<file path="config.mk">
export PLATFORM = sky130hd
export DESIGN_NAME = pic_bus_ctrl
export DESIGN_NICKNAME = d
export VERILOG_FILES = /design/src/rtl/pic_pkg.sv /design/src/rtl/pic_sync_edge.sv /design/src/rtl/pic_bus_ctrl.sv
export SDC_FILE = /design/constraint.sdc
export NUM_CORES = 1
export LEC_CHECK = 0
export ABC_CLOCK_PERIOD_IN_PS = 2700
export BUFFER_PORTS_ARGS = -buffer_cell sky130_fd_sc_hd__buf_4
export CORE_ASPECT_RATIO = 1.4
export CORE_MARGIN = 2
export CORE_UTILIZATION = 30
export CTS_CLUSTER_DIAMETER = 30
export CTS_CLUSTER_SIZE = 14
export DETAILED_ROUTE_END_ITERATION = 6
export PLACE_DENSITY = 0.47
export SYNTH_ARGS = -nofsm -noshare
export SYNTH_HDL_FRONTEND = slang
export SYNTH_SLANG_ARGS = --single-unit
export TNS_END_PERCENT = 20
</file>
<file path="constraint.sdc">
create_clock -name clk -period 2.7 [get_ports clk]
set_clock_uncertainty 0.2 [all_clocks]
set_input_delay 0.27 -clock clk [delete_from_list [all_inputs] [get_ports clk]]
set_output_delay 0.27 -clock clk [all_outputs]
set_load 0.1 [all_outputs]
</file>
<file path="src/rtl/pic_pkg.sv">
// Shared types and constants for the PIC bus controller: FSM states, command codes,
// read-select encodings and the command-byte bit positions.
package pic_pkg;

    typedef enum logic [2:0] {
        ST_UNINIT = 3'd0,
        ST_ICW2   = 3'd1,
        ST_ICW3   = 3'd2,
        ST_ICW4   = 3'd3,
        ST_READY  = 3'd4
    } pic_state_e;

    typedef enum logic [2:0] {
        CMD_NONE = 3'd0,
        CMD_ICW1 = 3'd1,
        CMD_ICW2 = 3'd2,
        CMD_ICW3 = 3'd3,
        CMD_ICW4 = 3'd4,
        CMD_OCW1 = 3'd5,
        CMD_OCW2 = 3'd6,
        CMD_OCW3 = 3'd7
    } pic_cmd_e;

    localparam logic [1:0] RSEL_IRR  = 2'b00;
    localparam logic [1:0] RSEL_ISR  = 2'b01;
    localparam logic [1:0] RSEL_IMR  = 2'b10;
    localparam logic [1:0] RSEL_POLL = 2'b11;

    localparam int BIT_D4 = 4;
    localparam int BIT_D3 = 3;
    localparam int BIT_D2 = 2;
    localparam int BIT_D1 = 1;
    localparam int BIT_D0 = 0;

    // OCW3 read-register select: RIS bit picks ISR over IRR.
    function automatic logic [1:0] rr_sel(input logic ris);
        return ris ? RSEL_ISR : RSEL_IRR;
    endfunction

endpackage

</file>
<file path="src/rtl/pic_sync_edge.sv">
// Synchroniser for one access-active signal plus an aligned payload, with rise/fall pulses.
// The input is ignored after reset until it has been seen inactive at least once.
module pic_sync_edge #(
    parameter int STAGES = 2,
    parameter int PW     = 1
) (
    input  logic          clk,
    input  logic          reset_n,
    input  logic          act_i,
    input  logic [PW-1:0] pay_i,
    output logic          act_o,
    output logic [PW-1:0] pay_o,
    output logic          rise_o,
    output logic          fall_o
);
    logic          armed_q;
    logic          act_in;
    logic          act_s;
    logic [PW-1:0] pay_s;
    logic          prev_q;

    assign act_in = act_i & armed_q;

    always_ff @(posedge clk or negedge reset_n) begin
        if (!reset_n) begin
            armed_q <= 1'b0;
        end else if (!act_i) begin
            armed_q <= 1'b1;
        end
    end

    generate
        if (STAGES == 0) begin : g_direct
            assign act_s = act_in;
            assign pay_s = pay_i;
        end else begin : g_sync
            logic [STAGES-1:0] act_sh_q;
            logic [PW-1:0]     pay_sh_q [STAGES];

            // Payload travels through the same number of flops so it stays aligned with act.
            always_ff @(posedge clk or negedge reset_n) begin
                if (!reset_n) begin
                    act_sh_q <= '0;
                    for (int i = 0; i < STAGES; i++) pay_sh_q[i] <= '0;
                end else begin
                    act_sh_q[0] <= act_in;
                    pay_sh_q[0] <= pay_i;
                    for (int i = 1; i < STAGES; i++) begin
                        act_sh_q[i] <= act_sh_q[i-1];
                        pay_sh_q[i] <= pay_sh_q[i-1];
                    end
                end
            end

            assign act_s = act_sh_q[STAGES-1];
            assign pay_s = pay_sh_q[STAGES-1];
        end
    endgenerate

    always_ff @(posedge clk or negedge reset_n) begin
        if (!reset_n) prev_q <= 1'b0;
        else          prev_q <= act_s;
    end

    assign act_o  = act_s;
    assign pay_o  = pay_s;
    assign rise_o = act_s & ~prev_q;
    assign fall_o = ~act_s & prev_q;

endmodule

</file>
<file path="src/rtl/pic_bus_ctrl.sv">
// 8259-style CPU bus front end: synchronises strobes, commits writes on strobe release,
// decodes the ICW/OCW sequence and tracks the read target.
module pic_bus_ctrl
    import pic_pkg::*;
#(
    parameter int DATA_W      = 8,
    parameter int SYNC_STAGES = 2
) (
    input  logic              clk,
    input  logic              reset_n,
    input  logic              cs_n,
    input  logic              rd_n,
    input  logic              wr_n,
    input  logic              a0,
    input  logic [DATA_W-1:0] data_in,
    output logic [DATA_W-1:0] internal_bus,
    output logic              wr_icw1,
    output logic              wr_icw2,
    output logic              wr_icw3,
    output logic              wr_icw4,
    output logic              wr_ocw1,
    output logic              wr_ocw2,
    output logic              wr_ocw3,
    output logic              init_done,
    output logic              single_mode,
    output logic              ic4,
    output logic [1:0]        read_sel,
    output logic              rd_start,
    output logic              rd_end,
    output logic              proto_err,
    output logic [2:0]        dbg_state
);
    logic              wr_act, wr_rise, wr_fall;
    logic [DATA_W:0]   wr_pay;
    logic              rd_act, rd_rise, rd_fall;
    logic              rd_a0;

    pic_sync_edge #(.STAGES(SYNC_STAGES), .PW(DATA_W + 1)) u_wr_sync (
        .clk(clk), .reset_n(reset_n), .act_i(!cs_n && !wr_n), .pay_i({a0, data_in}),
        .act_o(wr_act), .pay_o(wr_pay), .rise_o(wr_rise), .fall_o(wr_fall)
    );

    pic_sync_edge #(.STAGES(SYNC_STAGES), .PW(1)) u_rd_sync (
        .clk(clk), .reset_n(reset_n), .act_i(!cs_n && !rd_n), .pay_i(a0),
        .act_o(rd_act), .pay_o(rd_a0), .rise_o(rd_rise), .fall_o(rd_fall)
    );

    pic_state_e        state_q, state_d;
    pic_cmd_e          cmd_q, cmd_d;
    logic              err_q, err_d;
    logic [DATA_W-1:0] bus_q, bus_d;
    logic              init_q, init_d;
    logic              single_q, single_d;
    logic              ic4_q, ic4_d;
    logic [1:0]        rsel_q, rsel_d;
    logic [1:0]        base_q, base_d;
    logic              poll_q, poll_d;
    logic              rd_poll_q, rd_poll_d;
    logic              rd_live_q, rd_live_d;
    logic              rd_start_q, rd_start_d;
    logic              rd_end_q, rd_end_d;
    logic              wr_a0_q;
    logic [DATA_W-1:0] wr_data_q;

    // Last active cycle wins: the capture keeps overwriting while the write is active.
    always_ff @(posedge clk or negedge reset_n) begin
        if (!reset_n) begin
            wr_a0_q   <= 1'b0;
            wr_data_q <= '0;
        end else if (wr_act) begin
            wr_a0_q   <= wr_pay[DATA_W];
            wr_data_q <= wr_pay[DATA_W-1:0];
        end
    end

    always_comb begin
        state_d    = state_q;
        cmd_d      = CMD_NONE;
        err_d      = 1'b0;
        bus_d      = bus_q;
        init_d     = init_q;
        single_d   = single_q;
        ic4_d      = ic4_q;
        rsel_d     = rsel_q;
        base_d     = base_q;
        poll_d     = poll_q;
        rd_poll_d  = rd_poll_q;
        rd_live_d  = rd_live_q;
        rd_start_d = 1'b0;
        rd_end_d   = 1'b0;

        // An overlap begins only when one strobe goes active while the other already is.
        if (wr_act && rd_act && (wr_rise || rd_rise)) err_d = 1'b1;

        if (rd_rise && !wr_act) begin
            rd_start_d = 1'b1;
            rd_live_d  = 1'b1;
            rd_poll_d  = poll_q;
            if (!poll_q && rd_a0) rsel_d = RSEL_IMR;
        end else if (rd_fall && rd_live_q) begin
            rd_end_d  = 1'b1;
            rd_live_d = 1'b0;
            if (rd_poll_q) poll_d = 1'b0;
            rsel_d = (poll_q && !rd_poll_q) ? RSEL_POLL : base_q;
        end

        if (wr_fall) begin
            bus_d = wr_data_q;
            if (!wr_a0_q && wr_data_q[BIT_D4]) begin
                cmd_d     = CMD_ICW1;
                single_d  = wr_data_q[BIT_D1];
                ic4_d     = wr_data_q[BIT_D0];
                init_d    = 1'b0;
                rsel_d    = RSEL_IRR;
                base_d    = RSEL_IRR;
                poll_d    = 1'b0;
                rd_poll_d = 1'b0;
                state_d   = ST_ICW2;
            end else begin
                unique case (state_q)
                    ST_UNINIT: err_d = 1'b1;
                    ST_ICW2: begin
                        if (wr_a0_q) begin
                            cmd_d = CMD_ICW2;
                            if (!single_q) begin
                                state_d = ST_ICW3;
                            end else if (ic4_q) begin
                                state_d = ST_ICW4;
                            end else begin
                                state_d = ST_READY;
                                init_d  = 1'b1;
                            end
                        end else begin
                            err_d = 1'b1;
                        end
                    end
                    ST_ICW3: begin
                        if (wr_a0_q) begin
                            cmd_d = CMD_ICW3;
                            if (ic4_q) begin
                                state_d = ST_ICW4;
                            end else begin
                                state_d = ST_READY;
                                init_d  = 1'b1;
                            end
                        end else begin
                            err_d = 1'b1;
                        end
                    end
                    ST_ICW4: begin
                        if (wr_a0_q) begin
                            cmd_d   = CMD_ICW4;
                            state_d = ST_READY;
                            init_d  = 1'b1;
                        end else begin
                            err_d = 1'b1;
                        end
                    end
                    ST_READY: begin
                        if (wr_a0_q) begin
                            cmd_d = CMD_OCW1;
                        end else if (!wr_data_q[BIT_D3]) begin
                            cmd_d = CMD_OCW2;
                        end else begin
                            cmd_d = CMD_OCW3;
                            if (wr_data_q[BIT_D2]) begin
                                poll_d = 1'b1;
                                rsel_d = RSEL_POLL;
                            end else if (wr_data_q[BIT_D1]) begin
                                base_d = rr_sel(wr_data_q[BIT_D0]);
                                if (!poll_q) rsel_d = rr_sel(wr_data_q[BIT_D0]);
                            end
                        end
                    end
                    default: state_d = ST_UNINIT;
                endcase
            end
        end
    end

    always_ff @(posedge clk or negedge reset_n) begin
        if (!reset_n) begin
            state_q    <= ST_UNINIT;
            cmd_q      <= CMD_NONE;
            err_q      <= 1'b0;
            bus_q      <= '0;
            init_q     <= 1'b0;
            single_q   <= 1'b0;
            ic4_q      <= 1'b0;
            rsel_q     <= RSEL_IRR;
            base_q     <= RSEL_IRR;
            poll_q     <= 1'b0;
            rd_poll_q  <= 1'b0;
            rd_live_q  <= 1'b0;
            rd_start_q <= 1'b0;
            rd_end_q   <= 1'b0;
        end else begin
            state_q    <= state_d;
            cmd_q      <= cmd_d;
            err_q      <= err_d;
            bus_q      <= bus_d;
            init_q     <= init_d;
            single_q   <= single_d;
            ic4_q      <= ic4_d;
            rsel_q     <= rsel_d;
            base_q     <= base_d;
            poll_q     <= poll_d;
            rd_poll_q  <= rd_poll_d;
            rd_live_q  <= rd_live_d;
            rd_start_q <= rd_start_d;
            rd_end_q   <= rd_end_d;
        end
    end

    assign wr_icw1      = (cmd_q == CMD_ICW1);
    assign wr_icw2      = (cmd_q == CMD_ICW2);
    assign wr_icw3      = (cmd_q == CMD_ICW3);
    assign wr_icw4      = (cmd_q == CMD_ICW4);
    assign wr_ocw1      = (cmd_q == CMD_OCW1);
    assign wr_ocw2      = (cmd_q == CMD_OCW2);
    assign wr_ocw3      = (cmd_q == CMD_OCW3);
    assign internal_bus = bus_q;
    assign init_done    = init_q;
    assign single_mode  = single_q;
    assign ic4          = ic4_q;
    assign read_sel     = rsel_q;
    assign rd_start     = rd_start_q;
    assign rd_end       = rd_end_q;
    assign proto_err    = err_q;
    assign dbg_state    = state_q;

endmodule

</file>
==> metrics.yaml, run 1 <==
outcome: "finished, final reports clean"
cts_buffers: 9
synth_seq_area_share_pct: 65.17
finalCriticalPeriod_ns: 2.025
async_flop_share_pct: 100.0
cp_max_fo: 15
cts.sinks: 61
powerDensity_mw_per_mm2: 1034
num_vias: 1535
path_clk_slew_ns: 0.07
finalPower_mw: 3.187
postCtsSetupBuffers: 0
place_area_mm2: 0.002733
fmax_mhz: 493.9
syn_inst: 180
synth_warnings: 0
synth_area_mm2: 0.002342
crit_arrival_ns: 2.08
antenna_found_initial: 0
post-place-ws_ns: 0.6141
cts_root_buf: "clkbuf_8"
dp_hpwl_um: 2936
drive_above_1_share_pct: 30.58
drtIter0Drc: 65
path_class: "reg2reg"
grtUsageTotal_pct: 12.27
hold_violations: 0
cts_buffer_depth: 2
synth.distinct_cells: 38
cp.required_ns: 2.76
slew_viol_final: 0
vias_per_cell: 4.488
postLayoutCoreUtil_pct: 40.27
grt_pass1_vias: 1611
area_delta_synth_final_pct: 31.62
clock_latency_ns: 0.34
finalSetupViolCount: 0
slew_headroom_pct: 48.23
first_pass_iters: 3
tightest_slew_ns: 0.7766
register_area_mm2: 0.001526
synth_edf_count: 0
post_cts_resize_count: 0
postRouteAntennaNets: 0
die_x_um: 78.68
routed_wl_um: 4486
hold_buffers: 15
hold_path_class: "reg2reg"
gp_congestion: 0.7858
multiInputGateArea_um2: 765.7
layout_commonest_cell: "dfrtp_1"
tns_ns: 0
maxCapViolations: 0
wl_per_cell_um: 13.12
period_share_pct: 74.99
dieArea_mm2: 0.008540
mostFrequentLayoutCells: "dfrtp_1 (61), buf_4 (40), mux2_2 (18), dlygate4sd3_1 (15)"
cts-htree-levels: 3
crit_path_end_kind: "flop"
core_mm2: 0.007655
antenna_cells: 0
fin_area_mm2: 0.003083
layout.nets: 252
start_util_pct: 30.60
grt-ovfl-total: 0
port-buffer-count: 39
synth.avg_cell_area_um2: 13.01
die_y_um: 108.6
grt_pass1_wl_um: 7852
rsz0062_at_grt: "no"
drc: 0
irDropWorstVdd_uv: 706.2
leakagePower_nw: 1.386
fill_cells: 743
cts_tree: "built"
setup_ws_ns: 0.6752
grt_max_degree: 62
syn_nets: 194
synth_ff_type: "dfrtp_1"
worstSetupStartpointType: "flop"
ys_ff_latch: 61
ioPinCount: 40
rows: 38
## Yosys cell counts (2+ instances only)
cell type | n | area, um2
and3_1 | 2 | 12.51
mux2i_1 | 3 | 30.03
a31oi_1 | 3 | 18.77
nor4b_1 | 2 | 17.52
o211ai_1 | 2 | 15.01
o21ai_0 | 8 | 40.04
nor3b_1 | 6 | 45.04
o21a_1 | 2 | 15.01
and3b_1 | 2 | 17.52
buf_2 | 4 | 20.02
or3_1 | 3 | 18.77
dfrtp_1 | 61 | 1526
inv_1 | 4 | 15.01
nand3_1 | 4 | 20.02
nor2b_1 | 3 | 18.77
nand2b_1 | 5 | 31.28
o21bai_1 | 2 | 15.01
nand2_1 | 11 | 41.29
a21oi_1 | 7 | 35.03
clkbuf_1 | 4 | 15.01
nand3b_1 | 3 | 22.52
mux2_2 | 18 | 202.7
nor2_1 | 6 | 22.52
## flip-flops by register name, summed over array words and instances, names as in the netlist, 2 cells and up
signal / flops
cmd_q: 3
wr_data_q: 8
read_sel: 2
u_wr_sync.g_sync.act_sh_q: 2
u_wr_sync.g_sync.pay_sh_q: 8
internal_bus: 8
u_rd_sync.g_sync.act_sh_q: 2
dbg_state: 3
u_wr_sync.pay_o: 8
## logic make-up (layout without fill, tap and decap cells)
kind of cell / count (synthesis) / count (layout) / synth area share (%)
AND/OR/NAND/NOR: 54 / 54 / 14.16
multiplexers: 21 / 21 / 9.936
buffers and inverters: 12 / 74 / 2.136
flip-flops: 61 / 61 / 65.17
AO/OA/AOI/OAI: 32 / 32 / 8.601
## final timing paths
path / cells past startpoint / slack (ns) / to / startpoint
setup / recovery: 4 / 0.68 / dbg_state[1] / u_wr_sync.g_sync.act_sh_q[1]
hold / removal: 0 / 0.15 / u_rd_sync.pay_o / u_rd_sync.g_sync.pay_sh_q[1]
setup reg to reg: 4 / 0.68 / dbg_state[1] / u_wr_sync.g_sync.act_sh_q[1]
hold reg to reg: 0 / 0.15 / u_rd_sync.pay_o / u_rd_sync.g_sync.pay_sh_q[1]
max in group asynchronous: 2 / 1.43 / proto_err / reset_n
min in group asynchronous: 2 / 0.33 / internal_bus[3] / reset_n
## power by group
part / total [mW] / switching (mW) / internal [mW]
logic: 1.15 / 0.851 / 0.298
registers: 1.22 / 0.171 / 1.05
clock network: 0.816 / 0.345 / 0.472
total: 3.19 / 1.37 / 1.82
## cell type report
| type | count | share of cell area, % |
|---|---|---|
| Clock buffer | 12 | 5.032 |
| Clock inverter | 3 | 1.461 |
| Inverter | 4 | 0.4870 |
| Multi-Input combinational cell | 107 | 24.84 |
| Sequential cell | 61 | 49.51 |
| Tap cell | 100 | 4.058 |
| Timing Repair Buffer | 55 | 14.61 |
## metal layers
metal / up-vias / GRT usage, % / share of wire [%]
met5: - / 0 / 0
met4: 0 / 8.271 / 3.7
met3: 11 / 3.756 / 4.2
met2: 32 / 18.13 / 47
met1: 736 / 15.38 / 45
li1: 756 / - / -
## per-stage QoR
stage | cells | hold WS, ns
3_3_place_gp | 312 | 0.1311
6_report | 342 | 0.1469
4_1_cts | 342 | 0.1477
3_5_place_dp | 312 | 0.1347
5_1_grt | 342 | 0.1559
2_1_floorplan | 180 | -0.2256
## critical path, stage by stage (launching register included)
cell and delay [ns]:
dfrtp_1 0.56, nand2b_1 0.42, nor4_1 0.47, a31oi_1 0.14, a21oi_1 0.15
Power figures use the tool's default switching activity.
==> run 2: changes to the inputs <==
- ABC_AREA: not set -> 1
- ABC_CLOCK_PERIOD_IN_PS: 2700 -> 1600
- PLACE_DENSITY: 0.47 -> 0.49
- clock period: 2.7 -> 1.6 ns (I/O delays scaled with it)
==> run 2 against run 1 <==
  * The flow now finishes with violations (setup timing)
  * Worst setup slack got worse by 0.80 ns
  * Non-clock buffer count is 10 higher
  * Synthesized cell count up 28%
  * Clock-buffer cell count decreased by 3
  * Routed wire length rose by 14%
  * Die area down 0.25%
  * Sequential share of layout area shrank 3.9 points
  * Global-route usage up 1.4 points
  * First-iteration DRC count down 15%
  * Area after synthesis fell by 0.27%
  * Clock power is 67% higher
  * Combinational power grew 44%
  * Largest cell class unchanged
==> metrics.yaml, run 2 <==
outcome: "complete, but fails checks"
violations: "setup timing"
clock_latency_ns: 0.34  # about the same
hold_path_class: "in2async"
path_clk_slew_ns: 0.07  # about the same
first_pass_iters: 4  # +1
cts-htree-levels: 3  # unchanged
finalSetupViolCount: 7  # +7
path_class: "reg2out"
p_switching_mw: 2.077  # +52%
synth_area_leader_cell: "dfrtp_1"
synth.distinct_cells: 25  # -34%
rows: 38  # unchanged
postRouteAntennaNets: 0  # unchanged
cp_top_family: "flip-flops"
synth_ff_type: "dfrtp_1"
routed_wl_um: 5117  # +14%
hold_slack_ns: 0.05228  # -0.09462 ns
cp.required_ns: 1.24  # -1.52 ns
layout_commonest_cell: "dfrtp_1"
dp_hpwl_um: 3637  # +24%
cts_buffer_depth: 2  # unchanged
synth.avg_cell_area_um2: 10.11  # -22%
irDropWorstVdd_uv: 654.9  # -7.3%
multiInputGateArea_um2: 721.9  # -5.7%
tightest_slew_ns: 0.3252  # -0.4514 ns
drc: 0  # unchanged
layout.nets: 317  # +26%
dieArea_mm2: 0.008519  # -0.25%
synth_seq_area_share_pct: 65.35  # +0.17 points
synth_warnings: 0  # unchanged
fill_cells: 727  # -2.2%
grt-ovfl-total: 0  # unchanged
antenna_cells: 0  # unchanged
ys_ff_latch: 61  # unchanged
fmax_mhz: 580.4
cts.sinks: 61  # unchanged
synth_area_mm2: 0.002336  # -0.27%
port-buffer-count: 39  # unchanged
start_util_pct: 30.52  # -0.082 points
ioPinCount: 40  # unchanged
gp_congestion: 0.9113  # +16%
period_share_pct: 107.7
post-place-ws_ns: 0.09599  # -0.5181 ns
cts_tree: "built"
grt_max_degree: 23  # -63%
seqPwrFrac_pct: 38.7  # +0.4 points
cpPeakStageDelay_ns: 0.45  # -0.11 ns
leakagePower_nw: 1.589  # +15%
async_flop_share_pct: 100.0  # unchanged
synth_edf_count: 0  # unchanged
p_int_mw: 2.846  # +56%
crit_path_cell_trace: "buf_4 > nor3_4 > buf_12"
mostFrequentLayoutCells: "dfrtp_1 (53), nand2_1 (40), buf_4 (40), inv_1 (24), o21ai_0 (21)"
area_delta_synth_final_pct: 44.30
grtUsageTotal_pct: 13.70  # +1.4 points
syn_nets: 245  # +26%
worstSetupStartpointType: "flop"
synth_top_area_share_pct: 65.35  # +0.17 points
clock_power_share_pct: 27.6  # +2.0 points
synth_area_leaders: "dfrtp_1 (65%), nand2_1 (6.4%), o21ai_0 (4.5%), inv_1 (4.3%), nor2_1 (2.9%)"
crit_path_end_kind: "primary output"
antenna_found_initial: 0  # unchanged
crit_slowest_cell: "dfrtp_2"
cts_buffers: 9  # unchanged
rsz0062_at_grt: "yes"
drtIter0Drc: 55  # -15%
crit_arrival_ns: 1.36  # -0.72 ns
powerDensity_mw_per_mm2: 1461  # +41%
grt_pass1_vias: 1860  # +15%
synthTopCellsByCount: "dfrtp_1 (61), nand2_1 (40), inv_1 (27)"
cp.buffers_inverters: 2  # +2
setup_ws_ns: -0.1229  # -0.7981 ns
combPwrFrac_pct: 33.7  # -2.4 points
slew_viol_final: 0  # unchanged
num_vias: 1788  # +16%
grt_pass1_wl_um: 8776  # +12%
cp_max_fo: 4  # -11
switching_share_pct: 42.19  # -0.70 points
wl_per_cell_um: 12.54  # -4.4%
register_area_mm2: 0.001536  # +0.66%
finalCriticalPeriod_ns: 1.723
die_y_um: 108.4  # -0.13%
syn_inst: 231  # +28%
cts_root_buf: "clkbuf_8"
hold_violations: 0  # unchanged
drive_above_1_share_pct: 33.12  # +2.5 points
slew_headroom_pct: 78.32  # +30 points
yosysMostFrequentCell: "dfrtp_1"
vias_per_cell: 4.382  # -2.4%
maxCapViolations: 0  # unchanged
core_mm2: 0.007655  # unchanged
die_x_um: 78.58  # -0.12%
-- run 2: power groups by stage --
stage / Sequential [mW] / Clock, mW / Combinational, mW
2_1_floorplan: 2.71 / 0 / 0.427
3_3_place_gp: 1.94 / 0 / 1.61
3_5_place_dp: 1.94 / 0 / 1.61
4_1_cts: 1.91 / 1.41 / 1.66
5_1_grt: 1.93 / 1.48 / 1.77
6_report: 1.91 / 1.36 / 1.66
-- run 2: stage by stage --
step | total power, mW | TNS (ns) | cells | utilization, % | cell area (um2)
2_1_floorplan | 3.135 | -0.7524 | 231 | - | 2430
3_3_place_gp | 3.553 | 0 | 373 | 37.79 | 2893
3_5_place_dp | 3.556 | 0 | 373 | 37.79 | 2893
4_1_cts | 4.980 | -0.5325 | 405 | 43.63 | 3339
5_1_grt | 5.187 | -1.076 | 408 | 44.03 | 3371
6_report | 4.924 | -0.6368 | 408 | 44.03 | 3371
-- run 2: path summary, 6_finish.rpt --
check	start	endpoint	slack, ns	cells past startpoint
worst min-delay path	reset_n	u_wr_sync.g_sync.pay_sh_q[16]	0.05	2
max in group asynchronous	reset_n	u_wr_sync.g_sync.act_sh_q[1]	0.72	3
worst max-delay path	cmd_q[2]	wr_icw3	-0.12	3
min in group clk	u_wr_sync.g_sync.pay_sh_q[14]	u_wr_sync.pay_o[5]	0.14	0
worst max register to register	dbg_state[0]	read_sel[0]	0.09	6
worst min register to register	u_wr_sync.g_sync.pay_sh_q[14]	u_wr_sync.pay_o[5]	0.14	0
-- run 2: cell families (layout without fill, tap and decap cells) --
kind of cell           Yosys count  after routing  share of synthesized area (%)
AO/OA/AOI/OAI                   40             40                          9.106
buffers and inverters           39            116                          7.124
flip-flops                      61             61                          65.35
AND/OR/NAND/NOR                 91             91                          18.42
-- run 2: cell type report --
type / count / area share (%)
clock buffer: 9 / 3.675
clock inverter: 7 / 2.227
inverter: 35 / 4.343
multi-input combinational: 131 / 21.42
sequential: 61 / 45.58
tap: 100 / 3.712
timing repair buffer: 65 / 19.04
-- run 2: per-layer routing --
layer  up-vias  global-route usage [%]  share of wire [%]
met5         -                       0                  0
met4         0                   7.519                2.0
met3         9                   3.422                3.2
met2        35                   23.87                 55
met1       856                   15.19                 40
li1        888                       -                  -
-- run 2: what timing repair did --
action / 4_1_cts / 5_1_grt
cloned: 0 / 0
pin swaps: 0 / 1
hold buffers: 15 / 0
gates resized for setup: 22 / 4
buffers inserted: 1 / 3
hold endpoints to repair: 74 / 0
setup endpoints to repair: 7 / 8
==> run 3: changes to the inputs <==
- SETUP_SLACK_MARGIN: not set -> 0.1
==> run 3 against run 2 <==
  * The run still ends with setup timing left
  * Maximum frequency about the same
  * Flip-flop and latch count is the same
  * Critical path type unchanged
  * First-iteration DRC count decreased by 16%
  * Routed wire length hardly changed
  * Worst hold slack barely moved
==> metrics.yaml, run 3 (same netlist as run 2, synthesis figures left out) <==
antenna_cells: 0  # unchanged
slew_viol_final: 0  # unchanged
cpPeakStageDelay_ns: 0.45  # about the same
finalPower_mw: 4.932  # +0.17%
placed_cells: 373  # unchanged
clock_power_share_pct: 27.5  # about the same
core_mm2: 0.007655  # unchanged
period_share_pct: 107.7  # about the same
critPathCapture: "wr_icw3"
postLayoutCoreUtil_pct: 44.10  # +0.065 points
layout.nets: 317  # unchanged
routed_wl_um: 5122  # about the same
die_x_um: 78.58  # unchanged
dp_hpwl_um: 3637  # unchanged
crit_arrival_ns: 1.36  # about the same
grt-ovfl-total: 0  # unchanged
switching_share_pct: 42.21  # about the same
slew_headroom_pct: 78.32  # about the same
area_delta_synth_final_pct: 44.51
drc: 0  # unchanged
first_pass_iters: 4  # unchanged
grt_pass1_vias: 1860  # unchanged
crit_slowest_cell: "dfrtp_2"
drive_above_1_share_pct: 33.12  # unchanged
gp_congestion: 0.9113  # unchanged
seqPwrFrac_pct: 38.7  # about the same
cts_root_buf: "clkbuf_8"
ioPinCount: 40  # unchanged
mostFrequentLayoutCells: "dfrtp_1 (53), nand2_1 (40), buf_4 (40), inv_1 (24), o21ai_0 (21)"
setup.worst_path.start: "cmd_q[2]"
drtIter0Drc: 46  # -16%
antenna_found_initial: 0  # unchanged
hold_slack_ns: 0.05249  # +0.0002079 ns
combPwrFrac_pct: 33.7  # about the same
p_int_mw: 2.850  # +0.14%
powerDensity_mw_per_mm2: 1461  # about the same
maxCapViolations: 0  # unchanged
post-place-ws_ns: 0.09599  # unchanged
tns_ns: -0.6351  # +0.001695 ns
tightest_slew_ns: 0.3252  # +0.000001669 ns
cts.sinks: 61  # unchanged
grtUsageTotal_pct: 13.70  # unchanged
timing.rr.end: "dbg_state[0]"
hold_path_class: "in2async"
port-buffer-count: 39  # unchanged
violations: "setup timing"
clock_latency_ns: 0.34  # about the same
place_area_mm2: 0.002893  # unchanged
timing.rr.start: "dbg_state[0]"
cp.required_ns: 1.24  # about the same
num_vias: 1777  # -0.62%
cts_buffers: 9  # unchanged
wl_per_cell_um: 12.55  # about the same
die_y_um: 108.4  # unchanged
layout_commonest_cell: "dfrtp_1"
p_switching_mw: 2.082  # +0.21%
irDropWorstVdd_uv: 654.9  # about the same
fin_cells: 408  # unchanged
grt_max_degree: 23  # unchanged
worstSetupStartpointType: "flop"
setup_ws_ns: -0.1226  # +0.0002550 ns
postRouteAntennaNets: 0  # unchanged
path_class: "reg2out"
vias_per_cell: 4.355  # -0.62%
fin_area_mm2: 0.003376  # +0.15%
crit_path_cell_trace: "buf_4 > nor3_4 > buf_12"
outcome: "complete, but fails checks"
crit_path_end_kind: "primary output"
ff2ff_setup_slack_ns: 0.13  # +0.04 ns
cts-htree-levels: 3  # unchanged
dieArea_mm2: 0.008519  # unchanged
cts_tree: "built"
rsz0062_at_grt: "yes"
path_clk_slew_ns: 0.07  # about the same
hold_violations: 0  # unchanged
grt_pass1_wl_um: 8776  # unchanged
finalCriticalPeriod_ns: 1.723  # -0.0002550 ns
rr_worst_depth: 7  # +1
rows: 38  # unchanged
leakagePower_nw: 1.591  # +0.12%
fmax_mhz: 580.5  # about the same
cts_buffer_depth: 2  # unchanged
finalSetupViolCount: 7  # unchanged
start_util_pct: 30.52  # unchanged
cp_max_fo: 4  # unchanged
run 3: cell count changes in the layout (fill, tap and decap cells not counted):
cell | previous run | this run
nor2_2 | 2 | 1
nor2_4 | 1 | 2
run 3: timing repair:
action | 4_1_cts | 5_1_grt
pin swaps | 0 | 1
hold buffers | 15 | 0
endpoints found under the setup margin | 8 | 17
gates resized for setup | 23 | 4
endpoints found under the hold margin | 74 | 0
buffers inserted | 1 | 3
run 3: power groups by stage:
stage	combinational, mW	sequential (mW)	clock (mW)
2_1_floorplan	0.427	2.71	0
3_3_place_gp	1.61	1.94	0
3_5_place_dp	1.61	1.94	0
4_1_cts	1.66	1.92	1.41
5_1_grt	1.77	1.94	1.48
6_report	1.66	1.91	1.36
run 3: final cells by class:
type,instances,area [um2]
Tap cell,100,125.1
Inverter,35,146.4
Clock buffer,9,123.9
Clock inverter,7,75.07
Timing Repair Buffer,65,641.9
Fill cell,724,4279
Multi-Input combinational cell,131,726.9
Sequential cell,61,1536
run 3: worst min-delay path by stage:
stage / end / slack (ns) / depth (start not counted)
after detailed placement: u_wr_sync.g_sync.pay_sh_q[16] / -0.12 / 1
after CTS: u_wr_sync.g_sync.pay_sh_q[16] / 0.05 / 2
final: u_wr_sync.g_sync.pay_sh_q[16] / 0.05 / 2
after global placement: u_wr_sync.g_sync.pay_sh_q[16] / -0.12 / 1
after floorplan: base_q[0] / -0.34 / 0
after global routing: u_wr_sync.g_sync.pay_sh_q[16] / 0.07 / 2
run 3: critical path, delay by kind of cell (launching register included):
kind	cells	cell delay [ns]
buf+inv	2	0.35
flops	1	0.45
simple gates	1	0.21
run 3: layer usage:
| layer | global-route usage (%) | wire, um | part of all wire [%] | vias to the layer above |
|---|---|---|---|---|
| met5 | 0 | 0 | 0 | - |
| met4 | 7.519 | 111 | 2.2 | 0 |
| met3 | 3.422 | 166 | 3.2 | 9 |
| met2 | 23.87 | 2811 | 55 | 35 |
| met1 | 15.19 | 2032 | 40 | 845 |
| li1 | - | - | - | 888 |
